===== config.mk =====
export PLATFORM = sky130hd
export DESIGN_NAME = lane_frame_serializer_flat
export DESIGN_NICKNAME = d
export VERILOG_FILES = /design/src/rtl/lane_frame_pkg.sv /design/src/rtl/lane_frame_serializer_if.sv /design/src/rtl/lane_frame_serializer.sv /design/src/flat_wrapper.sv
export SDC_FILE = /design/constraint.sdc
export NUM_CORES = 1
export LEC_CHECK = 0
export BUFFER_PORTS_ARGS = -buffer_cell sky130_fd_sc_hd__buf_2
export CAP_MARGIN = 20
export CORE_MARGIN = 2
export CORE_UTILIZATION = 50
export DETAILED_ROUTE_END_ITERATION = 16
export PLACE_DENSITY = 0.75
export SLEW_MARGIN = 20
export SYNTH_ARGS = -nofsm -noshare
export SYNTH_HDL_FRONTEND = slang
export SYNTH_SLANG_ARGS = --single-unit

===== constraint.sdc =====
create_clock -name clk -period 1.5 [get_ports clk]
set_input_delay 0.15 -clock clk [delete_from_list [all_inputs] [get_ports clk]]
set_output_delay 0.15 -clock clk [all_outputs]
set_load 0.1 [all_outputs]

===== src/rtl/lane_frame_pkg.sv =====
// Shared types for the lane frame serializer: beat tags, FSM states, defaults.
package lane_frame_pkg;

    localparam int unsigned DefLaneWidth  = 4;
    localparam int unsigned DefCountWidth = 5;

    typedef enum logic [1:0] {
        TagLane0 = 2'd0,
        TagLane1 = 2'd1,
        TagLane2 = 2'd2,
        TagCsum  = 2'd3
    } lane_tag_e;

    typedef enum logic [2:0] {
        StIdle    = 3'd0,
        StSend0   = 3'd1,
        StSend1   = 3'd2,
        StSend2   = 3'd3,
        StSendSum = 3'd4
    } ser_state_e;

    // Tag carried by the beat presented in a given state; IDLE reads as lane 0.
    function automatic lane_tag_e beat_tag(input ser_state_e st);
        lane_tag_e tag;
        case (st)
            StSend1:   tag = TagLane1;
            StSend2:   tag = TagLane2;
            StSendSum: tag = TagCsum;
            default:   tag = TagLane0;
        endcase
        return tag;
    endfunction

endpackage


===== src/rtl/lane_frame_serializer_if.sv =====
// Bundle input and serial stream output of the lane frame serializer.
// master: bundle producer / stream consumer. slave: the serializer itself.
interface lane_frame_serializer_if
    import lane_frame_pkg::*;
#(
    parameter int unsigned P1 = DefLaneWidth
) ();

    logic          s_valid;
    logic          s_ready;
    logic [P1-1:0] s_lane0;
    logic [P1-1:0] s_lane1;
    logic [P1-1:0] s_lane2;

    logic          m_valid;
    logic          m_ready;
    logic [P1-1:0] m_data;
    lane_tag_e     m_tag;
    logic          m_last;

    modport master (
        output s_valid, s_lane0, s_lane1, s_lane2, m_ready,
        input  s_ready, m_valid, m_data, m_tag, m_last
    );

    modport slave (
        input  s_valid, s_lane0, s_lane1, s_lane2, m_ready,
        output s_ready, m_valid, m_data, m_tag, m_last
    );

endinterface


===== src/rtl/lane_frame_serializer.sv =====
// Serializes one three-lane bundle per handshake into four tagged beats:
// lane0, lane1, lane2, checksum. A new bundle may be taken on the checksum
// handshake so back-to-back frames stream with no bubble.
module lane_frame_serializer
    import lane_frame_pkg::*;
#(
    parameter int unsigned P1 = DefLaneWidth,
    parameter int unsigned P2 = DefCountWidth
) (
    input  logic                    clk,
    input  logic                    rst,
    lane_frame_serializer_if.slave  bus,
    output logic [P2-1:0]           frame_count
);

    typedef struct packed {
        logic [P1-1:0] lane2;
        logic [P1-1:0] lane1;
        logic [P1-1:0] lane0;
    } lane_bundle_t;

    ser_state_e    state_q, state_d;
    lane_bundle_t  cap_q, cap_d;
    logic [P1-1:0] sum_q, sum_d;
    logic [P2-1:0] frame_count_q, frame_count_d;
    logic          m_valid_q, m_valid_d;
    logic [P1-1:0] m_data_q, m_data_d;
    lane_tag_e     m_tag_q, m_tag_d;
    logic          m_last_q, m_last_d;

    logic s_ready;
    logic accept;
    logic sum_done;

    // Bundle may be taken when idle or while the checksum beat is leaving.
    always_comb begin
        s_ready  = (state_q == StIdle) || ((state_q == StSendSum) && bus.m_ready);
        accept   = bus.s_valid && s_ready;
        sum_done = (state_q == StSendSum) && bus.m_ready;
    end

    // Next state, capture and frame counter.
    always_comb begin
        state_d       = state_q;
        cap_d         = cap_q;
        sum_d         = sum_q;
        frame_count_d = frame_count_q;

        case (state_q)
            StIdle:    if (accept)       state_d = StSend0;
            StSend0:   if (bus.m_ready)  state_d = StSend1;
            StSend1:   if (bus.m_ready)  state_d = StSend2;
            StSend2:   if (bus.m_ready)  state_d = StSendSum;
            StSendSum: if (bus.m_ready)  state_d = accept ? StSend0 : StIdle;
            default:                     state_d = StIdle;
        endcase

        if (accept) begin
            cap_d.lane0 = bus.s_lane0;
            cap_d.lane1 = bus.s_lane1;
            cap_d.lane2 = bus.s_lane2;
            // Checksum wraps at lane width; carries are dropped on purpose.
            sum_d       = bus.s_lane0 + bus.s_lane1 + bus.s_lane2;
        end

        if (sum_done) begin
            frame_count_d = frame_count_q + {{(P2-1){1'b0}}, 1'b1};
        end
    end

    // Beat mux on the upcoming state so outputs come straight from flops.
    always_comb begin
        m_valid_d = (state_d != StIdle);
        m_tag_d   = beat_tag(state_d);
        m_last_d  = (state_d == StSendSum);
        case (state_d)
            StSend0:   m_data_d = cap_d.lane0;
            StSend1:   m_data_d = cap_d.lane1;
            StSend2:   m_data_d = cap_d.lane2;
            StSendSum: m_data_d = sum_d;
            default:   m_data_d = '0;
        endcase
    end

    // FSM, capture register and registered stream outputs.
    always_ff @(posedge clk or posedge rst) begin
        if (rst) begin
            state_q       <= StIdle;
            cap_q         <= '0;
            sum_q         <= '0;
            frame_count_q <= '0;
            m_valid_q     <= 1'b0;
            m_data_q      <= '0;
            m_tag_q       <= TagLane0;
            m_last_q      <= 1'b0;
        end else begin
            state_q       <= state_d;
            cap_q         <= cap_d;
            sum_q         <= sum_d;
            frame_count_q <= frame_count_d;
            m_valid_q     <= m_valid_d;
            m_data_q      <= m_data_d;
            m_tag_q       <= m_tag_d;
            m_last_q      <= m_last_d;
        end
    end

    assign bus.s_ready = s_ready;
    assign bus.m_valid = m_valid_q;
    assign bus.m_data  = m_data_q;
    assign bus.m_tag   = m_tag_q;
    assign bus.m_last  = m_last_q;
    assign frame_count = frame_count_q;

endmodule


===== src/flat_wrapper.sv =====
// flat-port wrapper written by rule: the top's interface ports become plain ports
module lane_frame_serializer_flat import lane_frame_pkg::*;
#(
    parameter int unsigned P1 = DefLaneWidth,
    parameter int unsigned P2 = DefCountWidth
)
  (clk, rst, frame_count, bus_s_valid, bus_s_lane0, bus_s_lane1, bus_s_lane2, bus_m_ready, bus_s_ready, bus_m_valid, bus_m_data, bus_m_tag, bus_m_last);
  lane_frame_serializer_if #(.P1(P1)) bus_i ();
  input  logic clk;
  input  logic rst;
  output logic [P2-1:0] frame_count;
  input wire logic [$bits(bus_i.s_valid)-1:0] bus_s_valid;
  input wire logic [$bits(bus_i.s_lane0)-1:0] bus_s_lane0;
  input wire logic [$bits(bus_i.s_lane1)-1:0] bus_s_lane1;
  input wire logic [$bits(bus_i.s_lane2)-1:0] bus_s_lane2;
  input wire logic [$bits(bus_i.m_ready)-1:0] bus_m_ready;
  output wire logic [$bits(bus_i.s_ready)-1:0] bus_s_ready;
  output wire logic [$bits(bus_i.m_valid)-1:0] bus_m_valid;
  output wire logic [$bits(bus_i.m_data)-1:0] bus_m_data;
  output wire logic [$bits(bus_i.m_tag)-1:0] bus_m_tag;
  output wire logic [$bits(bus_i.m_last)-1:0] bus_m_last;
  assign bus_i.s_valid = bus_s_valid;
  assign bus_i.s_lane0 = bus_s_lane0;
  assign bus_i.s_lane1 = bus_s_lane1;
  assign bus_i.s_lane2 = bus_s_lane2;
  assign bus_i.m_ready = bus_m_ready;
  assign bus_s_ready = bus_i.s_ready;
  assign bus_m_valid = bus_i.m_valid;
  assign bus_m_data = bus_i.m_data;
  assign bus_m_tag = bus_i.m_tag;
  assign bus_m_last = bus_i.m_last;
  lane_frame_serializer #(.P1(P1), .P2(P2)) u_core (.clk(clk), .rst(rst), .bus(bus_i), .frame_count(frame_count));
endmodule

# Yosys cells after proc, flatten, opt, wreduce, memory -nomap -nowiden
# Cells that the tools add are included.
totals:
  ff_bits: 32
  input_bits: 16
  out_inout_bits: 14
  wordCells: 37
classes:
  n_addsub: 3
  eq_ne: 8
  mux: 11
  n_reduce_logical: 5
ops:
  columns: ["op", "n"]
  rows:
  - ["one-hot mux 4 bit (4 select lines)", 1]
  - ["2-to-1 mux 3 bit", 5]
  - ["one-hot mux 3 bit (5 select lines)", 1]
  - ["== test 3 x 2 -> 1 bit, second input constant", 4]
  - ["2-to-1 mux 12 bit", 1]
  - ["adder 4 bit", 2]
  - ["== test 3 x 1 -> 1 bit, second input constant", 2]
  - ["== test 3 bit, second input constant", 2]
  - ["one-hot mux 2 bit (3 select lines)", 1]
  - ["adder 5 x 1 -> 5 bit, second input constant", 1]
  - ["2-to-1 mux 4 bit", 1]
  - ["zero test 3 bit", 1]
  - ["nonzero test 3 bit", 1]
  - ["logical AND 1 bit", 2]
  - ["logical OR 1 bit", 1]
  - ["2-to-1 mux 1 bit", 1]

# Logic depth before layout (Yosys ltp)
# Gate-level depths: netlist of the first run.
logic_depth:
  depth_word: 9
  ltp_mapped: 7
  depth_no_buf: 7

# Least setup slack after synthesis of the first run
# Ideal clock, no wire load.
synth_timing:
  path_type: "reg-to-output"
  from: "register u_core.state_q[0]"
  to: "output port bus_s_ready"
  arrival_ns: 2.241
  required_time_ns: 1.350
  path_slack_ns: -0.891
  path_stages_with_launch: 6
  path_buffers: 3
  cell_sequence: "dfrtp_1 -> buf_6 -> or2_1 -> buf_6 -> buf_8 -> nor2_1"
synth_between:
  elab_chain_len: 3
  elab_cells_between_ends: 4
  classes_between: "eq/ne: 1; reduce/logical: 3"
synth_rtl:
  columns: ["element", "line", "rtl"]
  rows:
  - ["start: declaration", "lane_frame_serializer.sv:22", "ser_state_e state_q, state_d;"]
  - ["start signal: assignment", "lane_frame_serializer.sv:88", "state_q <= StIdle;"]
  - ["start signal: assignment", "lane_frame_serializer.sv:97", "state_q <= state_d;"]
  - ["== test 3 bit", "lane_frame_serializer.sv:37", "s_ready = (state_q == StIdle) || ((state_q == StSendSum) && bus.m_ready);"]
  - ["logical AND 1 bit", "lane_frame_serializer.sv:37", null]
  - ["logical OR 1 bit (*)", "lane_frame_serializer.sv:37", null]
  - ["end: declaration", "flat_wrapper.sv:17", "output wire logic [$bits(bus_i.s_ready)-1:0] bus_s_ready;"]
# Every way passes the cells marked *; elsewhere a longest branch is shown, timed or not.

# Worst setup path in the final report of the first run
layout_timing:
  from: "input port bus_s_lane2[1]"
  to: "register u_core.m_data_q[2], in the netlist u_core.bus.m_data[2]"
layout_between:
  elab_chain_len: 3
layout_rtl:
  columns: ["element", "line", "rtl"]
  rows:
  - ["start: declaration", "flat_wrapper.sv:15", "input wire logic [$bits(bus_i.s_lane2)-1:0] bus_s_lane2;"]
  - ["adder 4 bit", "lane_frame_serializer.sv:63", "sum_d = bus.s_lane0 + bus.s_lane1 + bus.s_lane2;"]
  - ["2-to-1 mux 4 bit", "lane_frame_serializer.sv:58", "if (accept) begin"]
  - ["one-hot mux 4 bit (4 select lines)", "lane_frame_serializer.sv:76", "case (state_d)"]
  - ["net u_core.m_data_d[2]", "lane_frame_serializer.sv:27", "logic [P1-1:0] m_data_q, m_data_d;"]
  - ["end signal: assignment", "lane_frame_serializer.sv:102", "m_data_q <= m_data_d;"]
  - ["end: declaration", "lane_frame_serializer.sv:27", null]
# The timed path passes the listed nets, and every way through them passes these cells.
# A chain may end at the register's enable or synchronous reset.

==> results of run 1 <==
-- metrics by stage --
stage / hold WS, ps / power (mW) / TNS, ps / std cells / setup slack (ps)
3_3_place_gp: 201.2 / 4.110 / -1377 / 247 / -428.7
2_1_floorplan: 266.1 / 3.512 / -789.6 / 163 / -207.5
4_1_cts: 74.51 / 5.158 / -435.9 / 264 / -80.40
5_1_grt: 68.86 / 5.604 / -1166 / 264 / -167.6
6_report: 85.20 / 5.336 / -616.0 / 264 / -117.6
3_5_place_dp: 210.4 / 4.191 / -1510 / 247 / -478.1
-- per-layer routing --
metal	share of wire, %	vias up	track usage, %
met4	2.1	0	8.424
met3	6.2	14	5.893
li1	-	697	-
met2	51	70	41.97
met5	0	-	0
met1	41	751	31.17
-- how the worst max path moves through the flow --
stage	startpoint	to	slack, ps	depth (start not counted)
5_1_grt	bus_s_lane2[1]	u_core.bus.m_data[2]	-170	8
4_1_cts	bus_s_lane2[1]	u_core.bus.m_data[2]	-80	8
6_report	bus_s_lane2[1]	u_core.bus.m_data[2]	-120	8
2_1_floorplan	bus_s_lane2[1]	u_core.bus.m_data[2]	-210	7
3_5_place_dp	bus_s_lane2[1]	u_core.bus.m_data[2]	-480	8
3_3_place_gp	bus_s_lane2[1]	u_core.bus.m_data[2]	-430	8
-- worst register-to-register path: cells and delay by family, from the launching register on --
kind	cells	cell delay (ps)
buffers and inverters	1	150
AO/OA/AOI/OAI	2	440
flip-flops	1	460
AND/OR/NAND/NOR	2	490
-- flip-flops by register name (all words and copies together) (netlist names) --
register	cells
u_core.bus.m_valid	1
u_core.bus.m_data	4
u_core.sum_q	4
u_core.bus.m_last	1
u_core.state_q	3
u_core.bus.m_tag	2
u_core.frame_count	5
u_core.cap_q	12
-- power by group --
group / switching, mW / internal (mW) / total, mW
registers: 0.198 / 1.22 / 1.42
logic: 2.07 / 1.20 / 3.27
clock network: 0.301 / 0.349 / 0.650
-- cell type report --
class	instances	area, sq um
clock buffer	6	41.29
clock inverter	2	35.03
fill	258	991.0
inverter	5	18.77
multi-input combinational	115	992.2
sequential	32	805.8
tap	46	57.56
timing repair buffer	58	421.7
-- cells in the mapped netlist (3+ instances only) --
cell type,instances
sky130_fd_sc_hd__xnor2_1,7
sky130_fd_sc_hd__fa_1,4
sky130_fd_sc_hd__nand2b_1,3
sky130_fd_sc_hd__nand2_1,18
sky130_fd_sc_hd__a21bo_1,3
sky130_fd_sc_hd__nand4_1,19
sky130_fd_sc_hd__buf_4,3
sky130_fd_sc_hd__o31ai_1,10
sky130_fd_sc_hd__o31ai_2,3
sky130_fd_sc_hd__a21bo_2,10
sky130_fd_sc_hd__buf_2,4
sky130_fd_sc_hd__inv_1,5
sky130_fd_sc_hd__o21ai_0,3
sky130_fd_sc_hd__dfrtp_1,32
sky130_fd_sc_hd__nor2_1,4
-- kinds of logic (layout without fill, tap and decap cells) --
group / after synthesis / after routing
compound gates: 38 / 38
xor+xnor: 9 / 9
fa+ha+maj: 6 / 6
buf+inv: 18 / 71
flops: 32 / 32
mux: 2 / 2
simple gates: 58 / 60
-- what timing repair did --
item	in CTS	in global routing
pin swaps	5	7
gates cloned	3	0
resized for setup	22	12
hold buffers	1	0
setup endpoints to repair	10	14
setup buffers	6	1
endpoints found under the hold margin	12	0
==> results.env, run 1 <==
SYNTHESIS.INSTANCES=163
CRIT_TOP_CELL='sky130_fd_sc_hd__fa_1'
ROUTE.DETAILED.VIAS_PER_INST=5.803
CLK_PATH_BUF_DEPTH=2
SYNTH.LIB_CELLS_USED.DISTINCT=41
CP_DATA_REQUIRED_TIME_PS=1740
FINAL_CELL_AREA_SQ_UM=2372
WORSTSKEWPAIRLATENCY_PS=350
DIE_WIDTH_UM=63.55
OVERFLOW=0
INITIAL_UTILIZATION_PCT=52.72
SYNTH_COMPOUND_GATE_AREA_SHARE_PCT=19.27
FINAL_CELL_MIX='28 x sky130_fd_sc_hd__dfrtp_1, 27 x sky130_fd_sc_hd__buf_2, 22 x sky130_fd_sc_hd__buf_4'
FIRST_PASS_ITERS=5
PLACEABLECOREAREA_SQ_UM=3363
LAYOUT_COMMONEST_CELL='sky130_fd_sc_hd__dfrtp_1'
LAYOUT-AREA-OVERHEAD-VS-SYNTH_PCT=33.80
REMAINING_ANTENNA_VIOLATION_COUNT_AFTER_ROUTING=0
DRT-INITIAL-DRC-COUNT=132
STATUS='finished with violations'
POWER-PER-CELL-AREA_nW_PER_UM2=2249
LARGEST_DELAY_CONTRIBUTOR_FAMILY_ON_THE_CRITICAL_PATH='adder cells'
SYNTH_ENABLE_FLOP_CELLS=0
PIN_COUNT_OF_THE_BIGGEST_NET_ENTERING_GLOBAL_ROUTING=21
HOLDPATHSTAGES=3
FIN_SKEW_PS=19.50
WORST-ENDPOINT-ARRIVAL_PS=1860
HP-START='bus_s_lane2[1]'
CRIT_SLOWEST_CELL='sky130_fd_sc_hd__fa_1'
DRV_SLEW=0
MAX_INCR_DELAY_ON_CP_PS=550
DPL.HPWL_UM=2920
FIRST_PASS_GRT_WIRE_LENGTH_UM=7741
FIRST_GLOBAL_VIAS=1677
POSTSYNTHNETCOUNT=185
SYNTH_WARNINGS=0
DRCVIOLATIONCOUNT=0
IO_BUFFER_COUNT=29
SYNTH_FA_HA_AREA_SHARE_PCT=5.928
SYN_AREA_SQ_UM=1773
SLEW-LIMIT-HEADROOM_PCT=55.26
CRIT_CHAIN='buf_6, fa_1, ha_2, inv_2, fa_1, nor4_2, o21ai_1, nand4_1'
POSTSYNTH.TOPFLOPCELL='sky130_fd_sc_hd__dfrtp_1'
DESIGN.FINAL.NETS=239
MIN_PERIOD_OVER_PERIOD_PCT=107.8
NUMCLOCKSINKS=32
PLACED_CELL_AREA_SQ_UM=2103
LARGEST_AREA_CONTRIBUTOR_IN_THE_NETLIST='sky130_fd_sc_hd__dfrtp_1'
LAYOUT-DRIVE-GT1-SHARE_PCT=49.54
FLOORPLAN.DIE_AREA_SQ_UM=4038
VIA_COUNT=1532
ANTENNADIODECOUNT=0
CTS.ROOT.BUFFER_CELL='sky130_fd_sc_hd__clkbuf_4'
SYNTH_TOP_FAMILY_BY_AREA='compound AO/OA/AOI/OAI gates'
HOLD_END='u_core.cap_q[9]'
MAX_SLEW.WORST_PIN.SLEW_PS=670.4
WORST_R2R_SETUP_SLACK_PS=-110
RSZ_0062_RAISED_AFTER_GLOBAL_ROUTING='true'
LEADING_CELL_TYPES_BY_TOTAL_AREA_AFTER_SYNTHESIS='sky130_fd_sc_hd__dfrtp_1 45%, sky130_fd_sc_hd__nand4_1 6.7%, sky130_fd_sc_hd__a21bo_2 5.6%'
SHARE_OF_CELL_AREA_TAKEN_BY_MUXES_AFTER_SYNTHESIS_PCT=1.270
HTREEDEPTH=2
FINISH.UTILIZATION_PCT=70.54
SYNTH_SIMPLE_GATE_AREA_SHARE_PCT=17.57
TRITONCTS_CLOCK_TREE='done'
WORSTREGTOREGCELLS=5
CRITPATHBUFINV=2
TIMING.RR.END='u_core.bus.m_data[3]'
MAX_CAP_VIOL_COUNT=0
VIOLATIONS='negative setup slack'
SYNTH_SEQUENTIAL_AREA_RATIO_PCT=45.17
ROUTED_WIRELENGTH_UM=4731
ROWS=21
WORST_SETUP_HOLD_PATH_CLK_SLEW_PS=110
AVGSYNTHCELLAREA_SQ_UM=10.88
LAYOUT_SETUP_WS_PS=-117.6
CP_MAX_FO=2
GLOBALPLACE.CONGESTION=0.8780
SYNTHARSTFLOPSHARE_PCT=100.0
YOSYS.AREA.TOP_TYPE_SHARE_PCT=45.17
FINAL_HOLD_VIOL_COUNT=0
ROUTED_WIRE_LENGTH_PER_INSTANCE_UM=17.92
REG2REG_FROM='u_core.state_q[0]'
GRT.TOTAL_USAGE_PCT=24.86
CRITPATHCAPTURETYPE='flip-flop'
TOTAL_OF_FLIP_FLOPS_PLUS_LATCHES_AFTER_SYNTHESIS=32
CTS_BUFFERS=5
ANTENNA_VIOLATIONS_BEFORE_REPAIR=0
DIE_H_UM=63.55
LEAKAGE_nW=1.103
WORSTSETUPSTARTPOINTTYPE='input pin'
HOLDCRITPATHCLASS='in2reg'
REPORT.FINAL.SETUP_VIOL=10
SYNTH-XOR-AREA-SHARE_PCT=4.446
NUM_IO_PINS=30
TIMING_WORST_SETUP_PATH_TYPE='in2reg'
VDD_IR_DROP_MAX_uV=1507
FMAX_MHz=618.2
PERIOD_NEEDED_PS=1618
(Power assumes the default switching activity.)
==> run 2, diff against run 1 <==
Settings changed: PLACE_DENSITY 0.75 to default, PLACE_DENSITY_LB_ADDON from default to 0.12.
==> results.env, run 2 (synthesis gave the netlist of run 1 again) <==
STATUS='finished with violations'
VIOLATIONS='negative setup slack'
GLOBALPLACE.CONGESTION=0.8291  # -5.6%
TIMING.RR.END='u_core.sum_q[2]'
FINAL_HOLD_VIOL_COUNT=0  # unchanged
HOLDCRITPATHCLASS='in2reg'
NUMCLOCKSINKS=32  # unchanged
DRT-INITIAL-DRC-COUNT=82  # -38%
DPL.HPWL_UM=2751  # -5.8%
OVERFLOW=0  # unchanged
ANTENNA_VIOLATIONS_BEFORE_REPAIR=0  # unchanged
FIN_SKEW_PS=6.107  # -13.39 ps
DESIGN.FINAL.NETS=237  # -0.84%
POWER-PER-CELL-AREA_nW_PER_UM2=2222  # -1.2%
HOLD_END='u_core.cap_q[9]'
ANTENNADIODECOUNT=0  # unchanged
LEAKAGE_nW=1.101  # -0.19%
HP-START='bus_s_lane2[1]'
HOLDPATHSTAGES=3  # unchanged
LAYOUT-DRIVE-GT1-SHARE_PCT=47.22  # -2.3 points
ROUTED_WIRE_LENGTH_PER_INSTANCE_UM=16.44  # -8.3%
FLOORPLAN.DIE_AREA_SQ_UM=4038  # unchanged
DRV_SLEW=0  # unchanged
FINAL_CELL_MIX='30 x sky130_fd_sc_hd__dfrtp_1, 28 x sky130_fd_sc_hd__buf_2, 23 x sky130_fd_sc_hd__buf_4'
CTS.ROOT.BUFFER_CELL='sky130_fd_sc_hd__clkbuf_4'
FINAL.SETUP.TNS_PS=-809.8  # -193.8 ps
LAYOUT_SETUP_WS_PS=-176.8  # -59.22 ps
MAX_SLEW.WORST_PIN.SLEW_PS=890.0  # +219.6 ps
TRITONCTS_CLOCK_TREE='done'
WORSTSETUPSTARTPOINTTYPE='input pin'
TIMING_WORST_SETUP_PATH_TYPE='in2reg'
LAYOUT_COMMONEST_CELL='sky130_fd_sc_hd__dfrtp_1'
VDD_IR_DROP_MAX_uV=1246  # -17%
REMAINING_ANTENNA_VIOLATION_COUNT_AFTER_ROUTING=0  # unchanged
GRT.TOTAL_USAGE_PCT=21.73  # -3.1 points
DIE_WIDTH_UM=63.55  # unchanged
CP_DATA_REQUIRED_TIME_PS=1720  # -20 ps
REPORT.FINAL.SETUP_VIOL=7  # -3
PRE_CTS_WS_PS=-447.4  # +30.69 ps
FIRST_PASS_GRT_WIRE_LENGTH_UM=6672  # -14%
FINAL.FILL_COUNT=265  # +2.7%
INITIAL_UTILIZATION_PCT=52.72  # unchanged
REG2REG_FROM='u_core.state_q[1]'
ROUTED_WIRELENGTH_UM=4306  # -9.0%
SLEW-LIMIT-HEADROOM_PCT=40.60  # -15 points
FIN_TOTAL_PWR_mW=5.276  # -1.1%
CRITPATHCAPTURETYPE='flip-flop'
FIRST_PASS_ITERS=4  # -1
CP_MAX_FO=2  # unchanged
PLACEABLECOREAREA_SQ_UM=3363  # unchanged
RSZ_0062_RAISED_AFTER_GLOBAL_ROUTING='true'
WORST-ENDPOINT-ARRIVAL_PS=1900  # +40 ps
LARGEST-REGISTER='u_core.cap_q'
FINAL_CELL_AREA_SQ_UM=2375  # +0.11%
WORST_SETUP_HOLD_PATH_CLK_SLEW_PS=90  # -20 ps
MAX_CAP_VIOL_COUNT=0  # unchanged
PIN_COUNT_OF_THE_BIGGEST_NET_ENTERING_GLOBAL_ROUTING=33  # +57%
IO_BUFFER_COUNT=29  # unchanged
FIRST_GLOBAL_VIAS=1416  # -16%
ROUTE.DETAILED.VIAS_PER_INST=5.641  # -2.8%
ROWS=21  # unchanged
VIA_COUNT=1478  # -3.5%
WORSTSKEWPAIRLATENCY_PS=340  # about the same
CLK_PATH_BUF_DEPTH=2  # unchanged
WORSTREGTOREGCELLS=5  # unchanged
LARGEST_REGISTER_FFS=12  # unchanged
DIE_H_UM=63.55  # unchanged
CRIT_START='bus_s_lane2[1]'
PLACED_CELL_AREA_SQ_UM=2091  # -0.59%
HTREEDEPTH=2  # unchanged
MIN_PERIOD_OVER_PERIOD_PCT=111.8  # +3.9 points
FINISH.UTILIZATION_PCT=70.61  # +0.074 points
DRCVIOLATIONCOUNT=0  # unchanged
LAYOUT-AREA-OVERHEAD-VS-SYNTH_PCT=33.95
WORST_R2R_SETUP_SLACK_PS=-150  # -40 ps
PERIOD_NEEDED_PS=1677  # +59.22 ps
CTS_BUFFERS=5  # unchanged
FMAX_MHz=596.4  # -3.5%
NUM_IO_PINS=30  # unchanged
==> run 2: worst max path at each step <==
stage,to,slack (ps)
after floorplan,u_core.bus.m_data[2],-210
after detailed placement,u_core.bus.m_data[2],-450
after CTS,bus_s_ready,-130
after global placement,u_core.bus.m_data[2],-440
after global routing,u_core.bus.m_data[2],-200
final,u_core.sum_q[2],-180
==> run 2: worst max-delay path, stage by stage <==
cell and delay [ps]:
sky130_fd_sc_hd__buf_6 100, sky130_fd_sc_hd__fa_1 560, sky130_fd_sc_hd__ha_2 190, sky130_fd_sc_hd__inv_2 40, sky130_fd_sc_hd__fa_2 540, sky130_fd_sc_hd__nor4_4 50
sky130_fd_sc_hd__or2_1 280
==> run 2: routing by layer <==
| metal | global-route usage (%) | share of wire (%) | vias up |
|---|---|---|---|
| met5 | 0 | 0 | - |
| met4 | 8.696 | 1.6 | 0 |
| met3 | 5.536 | 4.5 | 9 |
| met2 | 34.74 | 49 | 52 |
| met1 | 28.17 | 45 | 724 |
| li1 | - | - | 693 |
==> run 2: power breakdown <==
part | switching [mW] | internal [mW]
clock | 0.292 | 0.231
sequential | 0.186 | 1.22
combinational | 2.10 | 1.25
==> run 2: cell type report <==
type / instances / area [sq um] / share of cell area, %
multi-input combinational: 113 / 1015 / 42.73
inverter: 5 / 18.77 / 0.7903
timing repair buffer: 58 / 421.7 / 17.76
tap: 46 / 57.56 / 2.424
clock buffer: 8 / 58.81 / 2.476
sequential: 32 / 803.3 / 33.83
==> run 2: timing repair <==
item                                    4_1_cts  5_1_grt
endpoints found under the setup margin        8       15
pin swaps                                     4        3
gates resized for setup                      13       17
gates cloned                                  0        2
endpoints found under the hold margin        32        0
setup buffers                                 3        1
hold buffers                                  1        0
==> run 2: metrics by stage <==
stage | cells | hold WS, ps
after global placement | 247 | 246.9
after detailed placement | 247 | 255.5
after CTS | 259 | 64.18
after floorplan | 163 | 266.1
after global routing | 262 | 81.76
final | 262 | 70.00
